### src/rtl/d_pipe_reg_if.sv
// Elastic handshake bundle for d_pipe_reg: upstream valid/ready, downstream valid/ready, flush and occupancy.
// With D_PIPE_PARITY_EN defined the bundle also carries inj_err and out_perr.
interface d_pipe_reg_if #(
  parameter int WIDTH = 8,
  parameter int DEPTH = 4
);
  localparam int CNT_W = $clog2(DEPTH + 1);

  logic             flush;
  logic [WIDTH-1:0] in_data;
  logic             in_valid;
  logic             in_ready;
  logic [WIDTH-1:0] out_data;
  logic             out_valid;
  logic             out_ready;
  logic [CNT_W-1:0] count;
`ifdef D_PIPE_PARITY_EN
  logic             inj_err;
  logic             out_perr;
`endif

  modport master (
    output flush,
    output in_data,
    output in_valid,
    input  in_ready,
    input  out_data,
    input  out_valid,
    output out_ready,
`ifdef D_PIPE_PARITY_EN
    output inj_err,
    input  out_perr,
`endif
    input  count
  );

  modport slave (
    input  flush,
    input  in_data,
    input  in_valid,
    output in_ready,
    output out_data,
    output out_valid,
    input  out_ready,
`ifdef D_PIPE_PARITY_EN
    input  inj_err,
    output out_perr,
`endif
    output count
  );
endinterface

### src/rtl/d_pipe_reg.sv
// DEPTH-stage elastic register pipeline with bubble collapsing, synchronous flush and occupancy count.
// Optional per-stage even parity is built when D_PIPE_PARITY_EN is defined.
module d_pipe_reg #(
  parameter int               WIDTH     = 8,
  parameter int               DEPTH     = 4,
  parameter logic [WIDTH-1:0] RESET_VAL = '0
) (
  input  logic        clk,
  input  logic        rst,
  d_pipe_reg_if.slave bus
);
  localparam int CNT_W = $clog2(DEPTH + 1);

  logic [WIDTH-1:0] data_p [DEPTH];
  logic [DEPTH-1:0] vld_p;
  logic [DEPTH-1:0] vld_nxt;
  logic [DEPTH-1:0] adv;
  logic [DEPTH-1:0] load;
  logic             in_rdy;
  logic             in_fire;

  function automatic logic [CNT_W-1:0] popcount(input logic [DEPTH-1:0] v);
    logic [CNT_W-1:0] n;
    n = '0;
    for (int i = 0; i < DEPTH; i++) n = n + CNT_W'(v[i]);
    return n;
  endfunction

  // Ready ripples back from the output: a stage moves if any stage ahead of it
  // is empty, or the whole run ahead is full and the output is being taken.
  always_comb begin
    logic go;
    adv = '0;
    go  = bus.out_ready;
    for (int i = DEPTH - 1; i >= 0; i--) begin
      adv[i] = vld_p[i] & go;
      go     = ~vld_p[i] | adv[i];
    end
  end

  assign in_rdy  = (~vld_p[0] | adv[0]) & ~bus.flush;
  assign in_fire = bus.in_valid & in_rdy;

  always_comb begin
    load    = '0;
    load[0] = in_fire;
    for (int i = 1; i < DEPTH; i++) load[i] = adv[i-1] & ~bus.flush;
    vld_nxt = '0;
    if (!bus.flush) begin
      for (int i = 0; i < DEPTH; i++) vld_nxt[i] = load[i] | (vld_p[i] & ~adv[i]);
    end
  end

  // Stage valid bits
  always_ff @(posedge clk or posedge rst) begin
    if (rst) vld_p <= '0;
    else     vld_p <= vld_nxt;
  end

  // Stage data: loads only on a transfer into the stage, holds otherwise
  always_ff @(posedge clk or posedge rst) begin
    if (rst) begin
      for (int i = 0; i < DEPTH; i++) data_p[i] <= RESET_VAL;
    end else begin
      if (load[0]) data_p[0] <= bus.in_data;
      for (int i = 1; i < DEPTH; i++) begin
        if (load[i]) data_p[i] <= data_p[i-1];
      end
    end
  end

`ifdef D_PIPE_PARITY_EN
  logic [DEPTH-1:0] par_p;

  // Parity travels with its word; inj_err corrupts it at the entry stage
  always_ff @(posedge clk or posedge rst) begin
    if (rst) begin
      par_p <= '0;
    end else begin
      if (load[0]) par_p[0] <= (^bus.in_data) ^ bus.inj_err;
      for (int i = 1; i < DEPTH; i++) begin
        if (load[i]) par_p[i] <= par_p[i-1];
      end
    end
  end

  assign bus.out_perr = vld_p[DEPTH-1] & ((^data_p[DEPTH-1]) ^ par_p[DEPTH-1]);
`endif

  assign bus.in_ready  = in_rdy;
  assign bus.out_data  = data_p[DEPTH-1];
  assign bus.out_valid = vld_p[DEPTH-1];
  assign bus.count     = popcount(vld_p);

endmodule
### src/flat_wrapper.sv
// flat-port wrapper written by rule: the top's interface ports become plain ports
module d_pipe_reg_flat 
#(
  parameter int               WIDTH     = 8,
  parameter int               DEPTH     = 4,
  parameter logic [WIDTH-1:0] RESET_VAL = '0
)
  (clk, rst, bus_flush, bus_in_data, bus_in_valid, bus_in_ready, bus_out_data, bus_out_valid, bus_out_ready, bus_count);
  d_pipe_reg_if #(.WIDTH(WIDTH), .DEPTH(DEPTH)) bus_i ();
  input  logic clk;
  input  logic rst;
  input wire logic [$bits(bus_i.flush)-1:0] bus_flush;
  input wire logic [$bits(bus_i.in_data)-1:0] bus_in_data;
  input wire logic [$bits(bus_i.in_valid)-1:0] bus_in_valid;
  output wire logic [$bits(bus_i.in_ready)-1:0] bus_in_ready;
  output wire logic [$bits(bus_i.out_data)-1:0] bus_out_data;
  output wire logic [$bits(bus_i.out_valid)-1:0] bus_out_valid;
  input wire logic [$bits(bus_i.out_ready)-1:0] bus_out_ready;
  output wire logic [$bits(bus_i.count)-1:0] bus_count;
  assign bus_i.flush = bus_flush;
  assign bus_i.in_data = bus_in_data;
  assign bus_i.in_valid = bus_in_valid;
  assign bus_in_ready = bus_i.in_ready;
  assign bus_out_data = bus_i.out_data;
  assign bus_out_valid = bus_i.out_valid;
  assign bus_i.out_ready = bus_out_ready;
  assign bus_count = bus_i.count;
  d_pipe_reg #(.WIDTH(WIDTH), .DEPTH(DEPTH), .RESET_VAL(RESET_VAL)) u_core (.clk(clk), .rst(rst), .bus(bus_i));
endmodule
### config.mk
export PLATFORM = sky130hd
export DESIGN_NAME = d_pipe_reg_flat
export DESIGN_NICKNAME = d
export VERILOG_FILES = /design/src/rtl/d_pipe_reg_if.sv /design/src/rtl/d_pipe_reg.sv /design/src/flat_wrapper.sv
export SDC_FILE = /design/constraint.sdc
export NUM_CORES = 1
export LEC_CHECK = 0
export ABC_AREA = 1
export BUFFER_PORTS_ARGS = -buffer_cell sky130_fd_sc_hd__buf_2
export CORE_ASPECT_RATIO = 0.6
export CORE_UTILIZATION = 35
export DETAILED_ROUTE_END_ITERATION = 10
export RECOVER_POWER = 25
export SYNTH_ARGS = -nofsm -noshare
export SYNTH_HDL_FRONTEND = slang
export SYNTH_SLANG_ARGS = --single-unit
### constraint.sdc
create_clock -name clk -period 2.4 [get_ports clk]
set_input_delay 0 -clock clk [delete_from_list [all_inputs] [get_ports clk]]
set_output_delay 0 -clock clk [all_outputs]
set_load 0.02 [all_outputs]
### After elaboration in Yosys (flattened, before gate mapping)

Index checks and enable logic that the tools add are counted.

| storage, ports and cells | value |
|---|---|
| register bits after elaboration | 36 |
| bits in latches | 0 |
| bits in writable memories | 0 |
| ROM bits | 0 |
| logic and storage cells | 39 |
| memories | 0 |

| operators by class | value |
|---|---|
| $add $sub $neg | 3 |
| multipliers | 0 |
| div/mod/pow operators | 0 |
| magnitude comparators | 0 |
| eq/ne operators | 0 |
| shift-type cells | 0 |
| muxes and demuxes | 1 |
| bitwise gates (word level) | 30 |
| reduce and logical (&&, ||, !) cells | 0 |

Operators by type and width:

| cell | count |
|---|---|
| 1-bit bitwise AND | 13 |
| 1-bit inverter | 9 |
| 1-bit OR | 8 |
| 3-bit by 1-bit adder with 3-bit output | 2 |
| 4-bit two-way mux | 1 |
| 1-bit by 1-bit adder with 2-bit output | 1 |

### Depth between registers and ports, before layout

| logic depth | value |
|---|---|
| word-level depth | 12 |
| gate-level depth with buffers | 7 |
| gate-level depth less buffers | 6 |

### Worst setup path before layout

No wires, ideal clock.

| path | value |
|---|---|
| kind | register to output |
| from | reg u_core.vld_p[1] |
| to | out bus_count[1] |
| data arrival time | 1.449 ns |
| data required time | 2.400 ns |
| path slack | 0.951 ns |
| cell stages (with the launch flop) | 4 |
| cell sequence | dfrtp_1 -> ha_1 -> fa_1 -> ha_1 |

| between the ends | value |
|---|---|
| cells in the longest elaborated chain, start to end | 3 |

RTL lines:

| item | RTL line | source |
|---|---|---|
| from (decl) | d_pipe_reg.sv:15 | `logic [DEPTH-1:0] vld_p;` |
| from (signal assigned) | d_pipe_reg.sv:57 | `else vld_p <= vld_nxt;` |
| 1-bit by 1-bit adder with 2-bit output | d_pipe_reg.sv:25 | `for (int i = 0; i < DEPTH; i++) n = n + CNT_W'(v[i]);` |
| 3-bit by 1-bit adder with 3-bit output (2 in series) | d_pipe_reg.sv:25 |  |
| to (decl) | flat_wrapper.sv:19 | `output wire logic [$bits(bus_i.count)-1:0] bus_count;` |

Every way passes these cells.

### Final worst setup path

| path | value |
|---|---|
| from | in bus_flush |
| to | reg u_core.vld_p[3] |

| between the ends | value |
|---|---|
| cells in the longest elaborated chain, start to end | 4 |

RTL lines:

| item | RTL line | source |
|---|---|---|
| from (decl) | flat_wrapper.sv:12 | `input wire logic [$bits(bus_i.flush)-1:0] bus_flush;` |
| 1-bit inverter | d_pipe_reg.sv:47 | `for (int i = 1; i < DEPTH; i++) load[i] = adv[i-1] & ~bus.flush;` |
| 1-bit bitwise AND | d_pipe_reg.sv:47 |  |
| 1-bit OR | d_pipe_reg.sv:50 | `for (int i = 0; i < DEPTH; i++) vld_nxt[i] = load[i] \| (vld_p[i] & ~adv[i]);` |
| 4-bit two-way mux * | d_pipe_reg.sv:49 | `if (!bus.flush) begin` |
| via u_core.vld_nxt[3] | d_pipe_reg.sv:16 | `logic [DEPTH-1:0] vld_nxt;` |

Mark *: on every way through the listed nets, which the timed path passes. The rest lies on a longest branch.
A chain may end at the register's enable or synchronous reset.

==> run_results.csv <==
group,metric,value,unit
status,outcome,"finished, final reports clean",
timing,fin_tns_setup,0,ns
timing,timing.final.max_slew_violations,0,
grt,grt_pass1_wl,4312,um
pwr,power,1.423,mW
clocking,clockBufferDepth,2,
worst_hold_path,whs_path_depth,3,
clocking,clock_latency,0.29,ns
synth,synth_area_per_cell,9.726,um^2
timing,fmax,0.5022,GHz
finish,layout-drive-gt1-share,0.2094,
placement,dp_hpwl,1680,um
floorplan,die_width,87.82,um
finish,diodes,0,
timing,period_share,0.8296,
pwr,p_leak,0.9827,nW
placement,port_buffers,25,
finish,nets,206,
grt,grt_pass1_vias,929,
synth,synth_area,1546,um^2
timing,setup_viol,0,
route,drc,0,
worst_setup_path,start_kind,"primary input",
finish,area_delta_synth_final,19.90,%
worst_setup_path,required,2.63,ns
synth,synth_top_area_cell,"dfrtp_1",
job,maxCapViolCount,0,
clocking,htreeDepth,2,
pwr,peakVddDrop,0.0002354,V
synth,synth_top_area_frac,0.5825,
worst_setup_path,cp_max_fo,17,
floorplan,rows,18,
timing,hold_violations,0,
clocking,ctsHoldBuffers,11,
synth,netlist_instances,159,
synth,ys_seq_elements,36,
worst_setup_path,path_class,"primary input to flop",
floorplan,die-area,4697,um^2
route,ant_nets,0,
finish,mostFrequentLayoutCells,"dfrtp_1 (36), nand2_1 (33), buf_2 (25)",
timing,fin_crit,1.991,ns
pwr,powerDensity,767.7,nW/um^2
floorplan,core-area,4167,um^2
grt,grt_max_degree,37,
synth,synth_seq_area_share,0.5825,
clocking,clk_pin_slew,0.07,ns
synth,syn-num-nets,175,
clocking,numCtsBuffers,5,
grt,antenna_found_initial,0,
timing,finClkSkew,0.004409,ns
worst_hold_path,hp-class,"primary input to flop",
floorplan,initial_core_util,0.3712,
route,drtPass1Iterations,4,
clocking,cts_resized,0,
timing,rsz0062_at_grt,"no",
floorplan,die_y,53.49,um
route,vias_per_cell,4.084,
grt,grt-ovfl-total,0,
finish,n_fill_cell,416,
route,drt_iter0_markers,53,
timing,holdWs,0.05564,ns
synth,synth_area_leaders,"dfrtp_1 (58%), nand2_1 (8.0%), o21ai_0 (5.2%)",
route,wl_per_cell,10.28,um
synth,yosysUniqueCellTypes,19,
route,wl,2580,um
timing,slew_headroom,0.4319,
clocking,tritoncts,"yes",
clocking,postCtsSetupBuffers,0,
timing,worst_slew_pin_slew,0.8522,ns
worst_setup_path,rr_worst_depth,6,
finish,final_common_cell,"dfrtp_1",
clocking,clockRootBuffer,"clkbuf_8",
route,vias,1025,
clocking,cts_sinks,36,
synth,yosysWarnings,0,
grt,track_usage,0.1314,
worst_setup_path,cp_data_arrival_time,2.22,ns
placement,globalplace.congestion,0.7122,
worst_setup_path,crit_path_end_kind,"flop",
floorplan,num_io_pins,26,
power breakdown:
group	internal, mW	switching (mW)
Clock	0.233	0.212
Combinational	0.0881	0.134
Sequential	0.711	0.0456
flip-flops by register name, summed over array words and instances (netlist names):
signal and cells:
u_core.vld_p 4, u_core.data_p 24, u_core.bus.out_data 8
metrics by stage:
stage                     utilization  instance area (um^2)  std cells  setup WS, ns
after floorplan                     -                  1546        159        0.9508
after global placement         0.3967                  1653        232        0.8886
after detailed placement       0.3967                  1653        232        0.8850
after CTS                      0.4456                  1857        251        0.4584
after global routing           0.4450                  1854        251        0.2675
final                          0.4450                  1854        251        0.4089
metal layers:
layer | share of wire | up-vias | wire (um) | track usage
met4 | 0.021 | 0 | 53 | 0.07377
met2 | 0.35 | 24 | 909 | 0.1705
met3 | 0.051 | 6 | 132 | 0.05148
li1 | - | 562 | - | -
met5 | 0 | - | 0 | 0
met1 | 0.58 | 433 | 1485 | 0.1821
cells by family (layout without fill, tap and decap cells):
family | after synthesis | count (layout) | synth area share
AOI/OAI and AO/OA | 27 | 27 | 0.08981
and+or+nand+nor | 59 | 59 | 0.1820
DFF | 36 | 36 | 0.5825
buffers and inverters | 34 | 66 | 0.1165
adders and majority gates | 3 | 3 | 0.02912
critical path: stages:
cell and delay, ns:
dlygate4sd3_1 0.54, buf_2 0.16, inv_2 0.21, nand3_1 0.46, a21oi_1 0.28, dlygate4sd3_1 0.56
path summary, 6_finish.rpt:
path | to | slack [ns] | start
min | u_core.data_p[25] | 0.06 | bus_in_valid
min reg2reg | u_core.data_p[25] | 0.47 | u_core.data_p[25]
min in group asynchronous | u_core.bus.out_data[5] | 0.50 | rst
max in group asynchronous | u_core.data_p[29] | 1.36 | rst
max reg2reg | u_core.vld_p[3] | 0.43 | u_core.vld_p[3]
max | u_core.vld_p[3] | 0.41 | bus_flush
synthesized netlist by cell type (all sizes together):
library cell	instances
nand2	33
nand3	5
clkbuf	1
nor2	12
nand4	9
buf	12
o21ai	16
ha	2
dfrtp	36
inv	21
a21oi	11
fa	1
cell type report:
cell class                      instances  area, um^2  area share
Sequential cell                        36       900.9      0.4858
Multi-Input combinational cell         89       465.4      0.2510
Timing Repair Buffer                   37       240.2      0.1296
Clock buffer                            7       86.33     0.04656
Inverter                               21       78.83     0.04251
Tap cell                               60       75.07     0.04049
Clock inverter                          1       7.507    0.004049
No activity file was read; power rests on OpenSTA's default activity.
